## config.mk

```make
export PLATFORM = sky130hd
export DESIGN_NAME = uart_tx
export DESIGN_NICKNAME = d
export VERILOG_FILES = /design/src/rtl/uart_tx_pkg.sv /design/src/rtl/uart_baud_gen.sv /design/src/rtl/uart_tx.sv
export SDC_FILE = /design/constraint.sdc
export NUM_CORES = 1
export LEC_CHECK = 0
export BUFFER_PORTS_ARGS = -buffer_cell sky130_fd_sc_hd__buf_2
export CAP_MARGIN = 30
export CORE_MARGIN = 5
export CORE_UTILIZATION = 35
export DETAILED_ROUTE_END_ITERATION = 10
export PLACE_DENSITY = 0.54
export SETUP_SLACK_MARGIN = 0.1
export SLEW_MARGIN = 30
export SYNTH_ARGS = -nofsm -noshare
export SYNTH_HDL_FRONTEND = slang
export SYNTH_SLANG_ARGS = --single-unit
```

## constraint.sdc

```tcl
create_clock -name clk -period 3.1 [get_ports clk]
set_clock_uncertainty 0.1 [all_clocks]
set_input_delay 0.465 -clock clk [delete_from_list [all_inputs] [get_ports clk]]
set_output_delay 0.465 -clock clk [all_outputs]
set_load 0.03 [all_outputs]
```

## src/rtl/uart_tx_pkg.sv

```systemverilog
// Shared UART definitions: state encoding, baud divisor helper, default line rate.
// UART_TX_PARITY_EN adds the PARITY state to the encoding.
package uart_tx_pkg;

  localparam int DEFAULT_BAUD = 115_200;

  typedef enum logic [2:0] {
    ST_IDLE,
    ST_START,
    ST_DATA,
`ifdef UART_TX_PARITY_EN
    ST_PARITY,
`endif
    ST_STOP
  } state_t;

  // Whole clock cycles per bit; the remainder is dropped.
  function automatic int clks_per_bit(input int clk_freq_hz, input int baud_rate);
    return clk_freq_hz / baud_rate;
  endfunction

endpackage

```

## src/rtl/uart_baud_gen.sv

```systemverilog
// Bit-period divider: bit_tick marks the last cycle of each bit.
// restart realigns the count so the first bit starts the cycle after an accept.
module uart_baud_gen #(
  parameter int CLKS_PER_BIT = 217
) (
  input  logic clk,
  input  logic rst,
  input  logic restart,
  output logic bit_tick
);

  localparam int CNT_W = $clog2(CLKS_PER_BIT);
  localparam logic [CNT_W-1:0] LAST = CNT_W'(CLKS_PER_BIT - 1);

  logic [CNT_W-1:0] cnt;

  // NOTE: sequential state uses non-blocking assignments so every flop samples pre-edge values.
  always_ff @(posedge clk or posedge rst) begin
    if (rst) begin
      cnt <= '0;
    end else if (restart || bit_tick) begin
      cnt <= '0;
    end else begin
      cnt <= cnt + CNT_W'(1);
    end
  end

  assign bit_tick = (cnt == LAST);

endmodule

```

## src/rtl/uart_tx.sv

```systemverilog
// 8N1 UART transmitter with valid/ready byte input and a registered txd pin.
// Define UART_TX_PARITY_EN to append an even-parity bit after data bit 7.
module uart_tx
  import uart_tx_pkg::*;
#(
  parameter int CLK_FREQ_HZ = 25_000_000,
  parameter int BAUD_RATE   = DEFAULT_BAUD
) (
  input  logic       clk,
  input  logic       rst,
  input  logic [7:0] tx_data,
  input  logic       tx_valid,
  output logic       tx_ready,
  output logic       tx_done,
  output logic       txd
);

  localparam int CLKS_PER_BIT = clks_per_bit(CLK_FREQ_HZ, BAUD_RATE);

  if (CLKS_PER_BIT < 2) begin : g_bad_baud
    $fatal(1, "uart_tx: CLKS_PER_BIT must be >= 2");
  end

  state_t     state, state_n;
  logic [7:0] shift, shift_n;
  logic [2:0] bit_cnt, bit_cnt_n;
  logic       txd_n;
  logic       restart;
  logic       bit_tick;

  uart_baud_gen #(.CLKS_PER_BIT(CLKS_PER_BIT)) u_baud (
    .clk      (clk),
    .rst      (rst),
    .restart  (restart),
    .bit_tick (bit_tick)
  );

`ifdef UART_TX_PARITY_EN
  logic parity_bit;

  always_ff @(posedge clk or posedge rst) begin
    if (rst) begin
      parity_bit <= 1'b0;
    end else if (restart) begin
      parity_bit <= ^tx_data;
    end
  end
`endif

  always_ff @(posedge clk or posedge rst) begin
    if (rst) begin
      state   <= ST_IDLE;
      shift   <= '0;
      bit_cnt <= '0;
      txd     <= 1'b1;
    end else begin
      state   <= state_n;
      shift   <= shift_n;
      bit_cnt <= bit_cnt_n;
      txd     <= txd_n;
    end
  end

  // NOTE: every output of this block gets a default first, so no path can infer a latch.
  always_comb begin
    state_n   = state;
    shift_n   = shift;
    bit_cnt_n = bit_cnt;
    txd_n     = txd;
    restart   = 1'b0;
    tx_done   = 1'b0;
    unique case (state)
      ST_IDLE: begin
        txd_n = 1'b1;
        if (tx_valid) begin
          state_n   = ST_START;
          shift_n   = tx_data;
          bit_cnt_n = '0;
          txd_n     = 1'b0;
          restart   = 1'b1;
        end
      end
      ST_START: begin
        if (bit_tick) begin
          state_n = ST_DATA;
          txd_n   = shift[0];
        end
      end
      ST_DATA: begin
        if (bit_tick) begin
          shift_n   = {1'b0, shift[7:1]};
          bit_cnt_n = bit_cnt + 3'd1;
          if (bit_cnt == 3'd7) begin
`ifdef UART_TX_PARITY_EN
            state_n = ST_PARITY;
            txd_n   = parity_bit;
`else
            state_n = ST_STOP;
            txd_n   = 1'b1;
`endif
          end else begin
            txd_n = shift[1];
          end
        end
      end
`ifdef UART_TX_PARITY_EN
      ST_PARITY: begin
        if (bit_tick) begin
          state_n = ST_STOP;
          txd_n   = 1'b1;
        end
      end
`endif
      ST_STOP: begin
        if (bit_tick) begin
          state_n = ST_IDLE;
          tx_done = 1'b1;
          txd_n   = 1'b1;
        end
      end
      default: begin
        state_n = ST_IDLE;
        txd_n   = 1'b1;
      end
    endcase
  end

  assign tx_ready = (state == ST_IDLE);

endmodule

```

## After elaboration in Yosys (flattened, before gate mapping)

Index checks and enable logic that the tools add are counted.
W data, S select, Z words.

| cells by class | value |
|---|---|
| add/sub/neg operators | 2 |
| equality and inequality tests | 10 |
| muxes and demuxes | 23 |
| reduce and logical (&&, ||, !) cells | 6 |

Operators by type and width:

| cell | count |
|---|---|
| $mux W8 | 3 |
| $mux W3 | 7 |
| $pmux W8 S2 | 1 |
| $pmux W3 S4 | 1 |
| $mux W1 | 9 |
| $add A8 B1 Y8 const B | 1 |
| $eq A8 B8 Y1 const B | 1 |
| $eq A3 B2 Y1 const B | 2 |
| $ne A2 B1 Y1 const B | 3 |
| $pmux W3 S2 | 1 |
| $reduce_and A3 Y1 | 2 |
| $reduce_and A5 Y1 | 1 |
| $ne A2 B2 Y1 const B | 2 |
| $pmux W1 S4 | 1 |
| $add A3 B1 Y3 const B | 1 |
| $eq A3 B1 Y1 const B | 1 |
| $eq A3 B3 Y1 const B | 1 |
| $logic_not A3 Y1 | 1 |
| $reduce_bool A2 Y1 | 1 |
| $logic_or A1 B1 Y1 | 1 |

| word-level totals | value |
|---|---|
| register bits | 23 |
| input port bits | 11 |
| logic and storage cells | 46 |

## Longest topological paths before layout

| logic depth | value |
|---|---|
| word-level depth | 4 |
| gate-level depth with buffers | 7 |
| mapped depth without buffers | 6 |

## By module

A second synthesis with hierarchy kept.

| second synthesis, totals | value |
|---|---|
| cell total of the unflattened synthesis | 114 |
| area total of the unflattened synthesis | 1295.0 µm² |

By module, submodules not included:

| module | times used | cells each | area an instance (µm²) | sequential area each (µm²) |
|---|---|---|---|---|
| uart_tx | 1 | 70 | 862.1 | 351.6 |
| uart_baud_gen | 1 | 44 | 432.9 | 200.2 |

## Least setup slack after synthesis

Ideal clock, no wire load.

| timing path | value |
|---|---|
| kind | reg-to-reg |
| start | reg state[0] |
| end | reg shift[0] |
| arrival time | 1643 ps |
| required time | 2877 ps |
| path slack | 1234 ps |
| cell stages (with the launch flop) | 7 |
| cell sequence | dfrtp_1 inv_1 ha_1 nand2b_1 o21ai_0 a21oi_4 o221a_2 |

| on the way | value |
|---|---|
| cells in the longest elaborated chain, start to end | 3 |

Ends and longest elaborated chain:

| item | RTL line | source |
|---|---|---|
| start: declaration | uart_tx.sv:24 | `state_t state, state_n;` |
| start signal: assignment | uart_tx.sv:57 | `state <= state_n;` |
| $logic_not A3 Y1 * | n/a |  |
| named net tx_ready | uart_tx.sv:13 | `output logic tx_ready,` |
| $ne A2 B2 Y1 (no source line) or $reduce_bool A2 Y1 (tied branches) | n/a |  |
| $reduce_and A3 Y1 (no source line) | n/a |  |
| end signal: assignment | uart_tx.sv:58 | `shift <= shift_n;` |
| end: declaration | uart_tx.sv:25 | `logic [7:0] shift, shift_n;` |

Mark *: on every way through the listed nets, which the timed path passes. The rest lies on a longest branch.
A chain may end at the register's enable or synchronous reset.

## Final worst setup path

| timing path | value |
|---|---|
| start | reg u_baud.cnt[0] |
| end | out tx_done |

| on the way | value |
|---|---|
| cells in the longest elaborated chain, start to end | 3 |

Ends and longest elaborated chain:

| item | RTL line | source |
|---|---|---|
| start: declaration | uart_baud_gen.sv:15 | `logic [CNT_W-1:0] cnt;` |
| start signal: assignment | uart_baud_gen.sv:24 | `cnt <= cnt + CNT_W'(1);` |
| $eq A8 B8 Y1 | uart_baud_gen.sv:28 | `assign bit_tick = (cnt == LAST);` |
| $mux W1 | uart_tx.sv:115 | `if (bit_tick) begin` |
| $mux W1 | uart_tx.sv:72 | `unique case (state)` |
| end: declaration | uart_tx.sv:14 | `output logic tx_done,` |

No other way between the ends.

==> results.py <==
metrics = {
    "floorplan": {
        "die_w_um": 69.0,
        "fp.dieArea_mm2": 0.00476,
        "die_y_um": 69.0,
        "initial_utilization_pct": 36.2,
        "num_rows": 21,
        "pin_count": 14,
        "core_mm2": 0.00336,
    },
    "synth": {
        "synth_fp_nets": 136,
        "netlist.area_leader.share_pct": 43.1,
        "ys_seq_elements": 22,
        "yosys_warnings": 0,
        "syn_area_per_cell_um2": 10.5,
        "netlist_top_cells_area": "dfrtp_1, ha_1, o221a_2, or3_1, nand3_1",
        "yosysUniqueCellTypes": 30,
        "synthCells": 116,
        "yosysSeqAreaShare_pct": 45.3,
        "synthesis.area_mm2": 0.00122,
        "synth_area_leader_cell": "dfrtp_1",
    },
    "layout": {
        "utilization_pct": 40.8,
        "finalNonFillerCells": 176,
        "postLayoutCellArea_mm2": 0.00137,
        "fin_nets": 151,
        "antenna_cells": 0,
        "area_growth_pct": 12.7,
        "layout_common_cells": "dfrtp_1, buf_2, nand3_1",
        "drive_above_1_share_pct": 24.6,
        "final_common_cell": "dfrtp_1",
        "fillCellCount": 368,
    },
    "setup_path": {
        "startpoint_type": "register",
        "path_class": "reg -> out",
        "end_kind": "output pin",
        "cp.arrival_ns": 1.75,
        "ff2ff_path_depth": 5,
        "worst_r2r_endpoint": "state[1]",
        "r2r_start": "state[0]",
        "cp.required_ns": 2.53,
        "cp_max_fo": 6,
        "reg2reg_slack_ns": 0.94,
    },
    "timing": {
        "finalHoldViolations": 0,
        "period_share_pct": 74.8,
        "holdWs_ns": 0.0326,
        "rsz0062_at_grt": "false",
        "setup_ws_ns": 0.781,
        "fin_crit_ns": 2.32,
        "worst_pin_slew_ns": 0.642,
        "fmax_ghz": 0.431,
        "setup_violations": 0,
        "setup_tns_ns": 0,
        "slew-limit-headroom_pct": 57.2,
        "finalMaxSlewViolations": 0,
    },
    "placement": {
        "place_area_mm2": 0.00132,
        "post-dp-hpwl_mm": 1.76,
        "port_buffers": 13,
        "place_worst_setup_slack_ns": 0.958,
        "placed_cells": 172,
        "place.gp.congestion": 0.794,
    },
    "global_route": {
        "grt_pass1_wl_mm": 4.46,
        "grt_antenna_before_repair": 0,
        "grt_max_degree": 23,
        "use_met3_pct": 3.63,
        "first_global_vias": 943,
        "met2_usage_pct": 16.8,
        "grt_overflow": 0,
        "grt_use_met1_pct": 15.5,
        "busiest_layer": "met2",
        "grtUsageTotal_pct": 11.5,
    },
    "clock_tree": {
        "cts-resized-gates": 0,
        "cts_tree": "built",
        "clk_path_buf_depth": 2,
        "clk_latency_ns": 0.32,
        "htreeDepth": 1,
        "path_clk_slew_ns": 0.13,
        "clockRootBuffer": "clkbuf_4",
        "cts_inserted_buffers": 3,
        "holdBufCountCts": 0,
        "post-cts-setup-buffers": 0,
        "cts_sinks": 22,
    },
    "worst_hold_path": {
        "hold_path_class": "in -> async",
    },
    "drt": {
        "detail_route.iter0.violations": 63,
        "via_per_inst": 5.20,
        "first_pass_iters": 4,
        "num_vias": 915,
        "detail_route.wl_per_cell_um": 13.5,
        "drcViolationCount": 0,
        "drt.antenna.violating_nets": 0,
        "wl_mm": 2.38,
    },
    "pwr": {
        "power_leakage_nw": 0.657,
        "power_density_mw_per_mm2": 926,
        "ir_drop_uv": 457,
        "total_power_mw": 1.27,
    },
    "outcome": {
        "status": "complete, no violations",
    },
    "flow_run": {
        "max-cap-violations": 0,
    },
}
==> cell families (layout without fill, tap and decap cells) <==
kind of cell	count (synthesis)	in the layout	share of synthesized area, %
XOR/XNOR	6	6	4.31
multiplexers	3	3	2.67
buffers and inverters	11	25	4.11
flip-flops	22	22	45.3
adder cells (fa/ha/maj)	9	9	9.24
AO/OA/AOI/OAI	20	20	13.8
AND/OR/NAND/NOR	45	45	20.6
==> routing by layer <==
metal  vias up  routed length (µm)
li1        446                   -
met1       443                1190
met2        19                1050
met3         7                  87
met4         0                  56
met5         -                   0
==> flip-flops by register name, summed over array words and instances (netlist names) <==
register	count
shift	8
u_baud.cnt	8
bit_cnt	3
state	2
txd	1
==> cells in the mapped netlist, drive strengths merged <==
library cell	n
dfrtp	21
nand3	11
ha	9
nor2	9
or3	9
inv	8
o221a	7
nand2	6
a21oi	5
o21ai	5
xor2	5
and3	4
buf	2
mux2	2
a2bb2oi	1
and2	1
clkbuf	1
dfstp	1
mux2i	1
nand2b	1
nand4	1
nand4b	1
nor2b	1
nor3	1
o2111ai	1
o22ai	1
xnor2	1
==> critical path: stages (launching register included) <==
cell     delay (ns)
dfrtp_1        0.45
inv_1          0.08
ha_1           0.14
nand2_1        0.07
nor3_2         0.31
and2_1         0.19
buf_2          0.19
==> power breakdown <==
part / switching [mW] / total, mW / internal [mW] / leakage (nW)
Sequential: 0.111 / 0.516 / 0.405 / 0.261
Combinational: 0.291 / 0.531 / 0.240 / 0.368
Clock: 0.0940 / 0.225 / 0.131 / 0.0279
Total: 0.496 / 1.27 / 0.776 / 0.657
==> layout make-up <==
| type | count | area [µm²] | area share (%) |
|---|---|---|---|
| sequential | 22 | 552 | 40.2 |
| clock inverter | 1 | 30.0 | 2.19 |
| clock buffer | 3 | 22.5 | 1.64 |
| tap | 46 | 57.6 | 4.19 |
| inverter | 8 | 30.0 | 2.19 |
| timing repair buffer | 13 | 65.1 | 4.74 |
| multi-input combinational | 83 | 617 | 44.9 |
==> how the worst max path moves through the flow <==
| stage | cells after the start | to | start |
|---|---|---|---|
| after floorplan | 6 | shift[0] | state[0] |
| after global routing | 6 | tx_done | u_baud.cnt[0] |
| after global placement | 5 | state[1] | state[0] |
| after detailed placement | 5 | state[1] | state[0] |
| after CTS | 6 | tx_done | u_baud.cnt[0] |
| final | 6 | tx_done | u_baud.cnt[0] |
(Power assumes the default switching activity.)
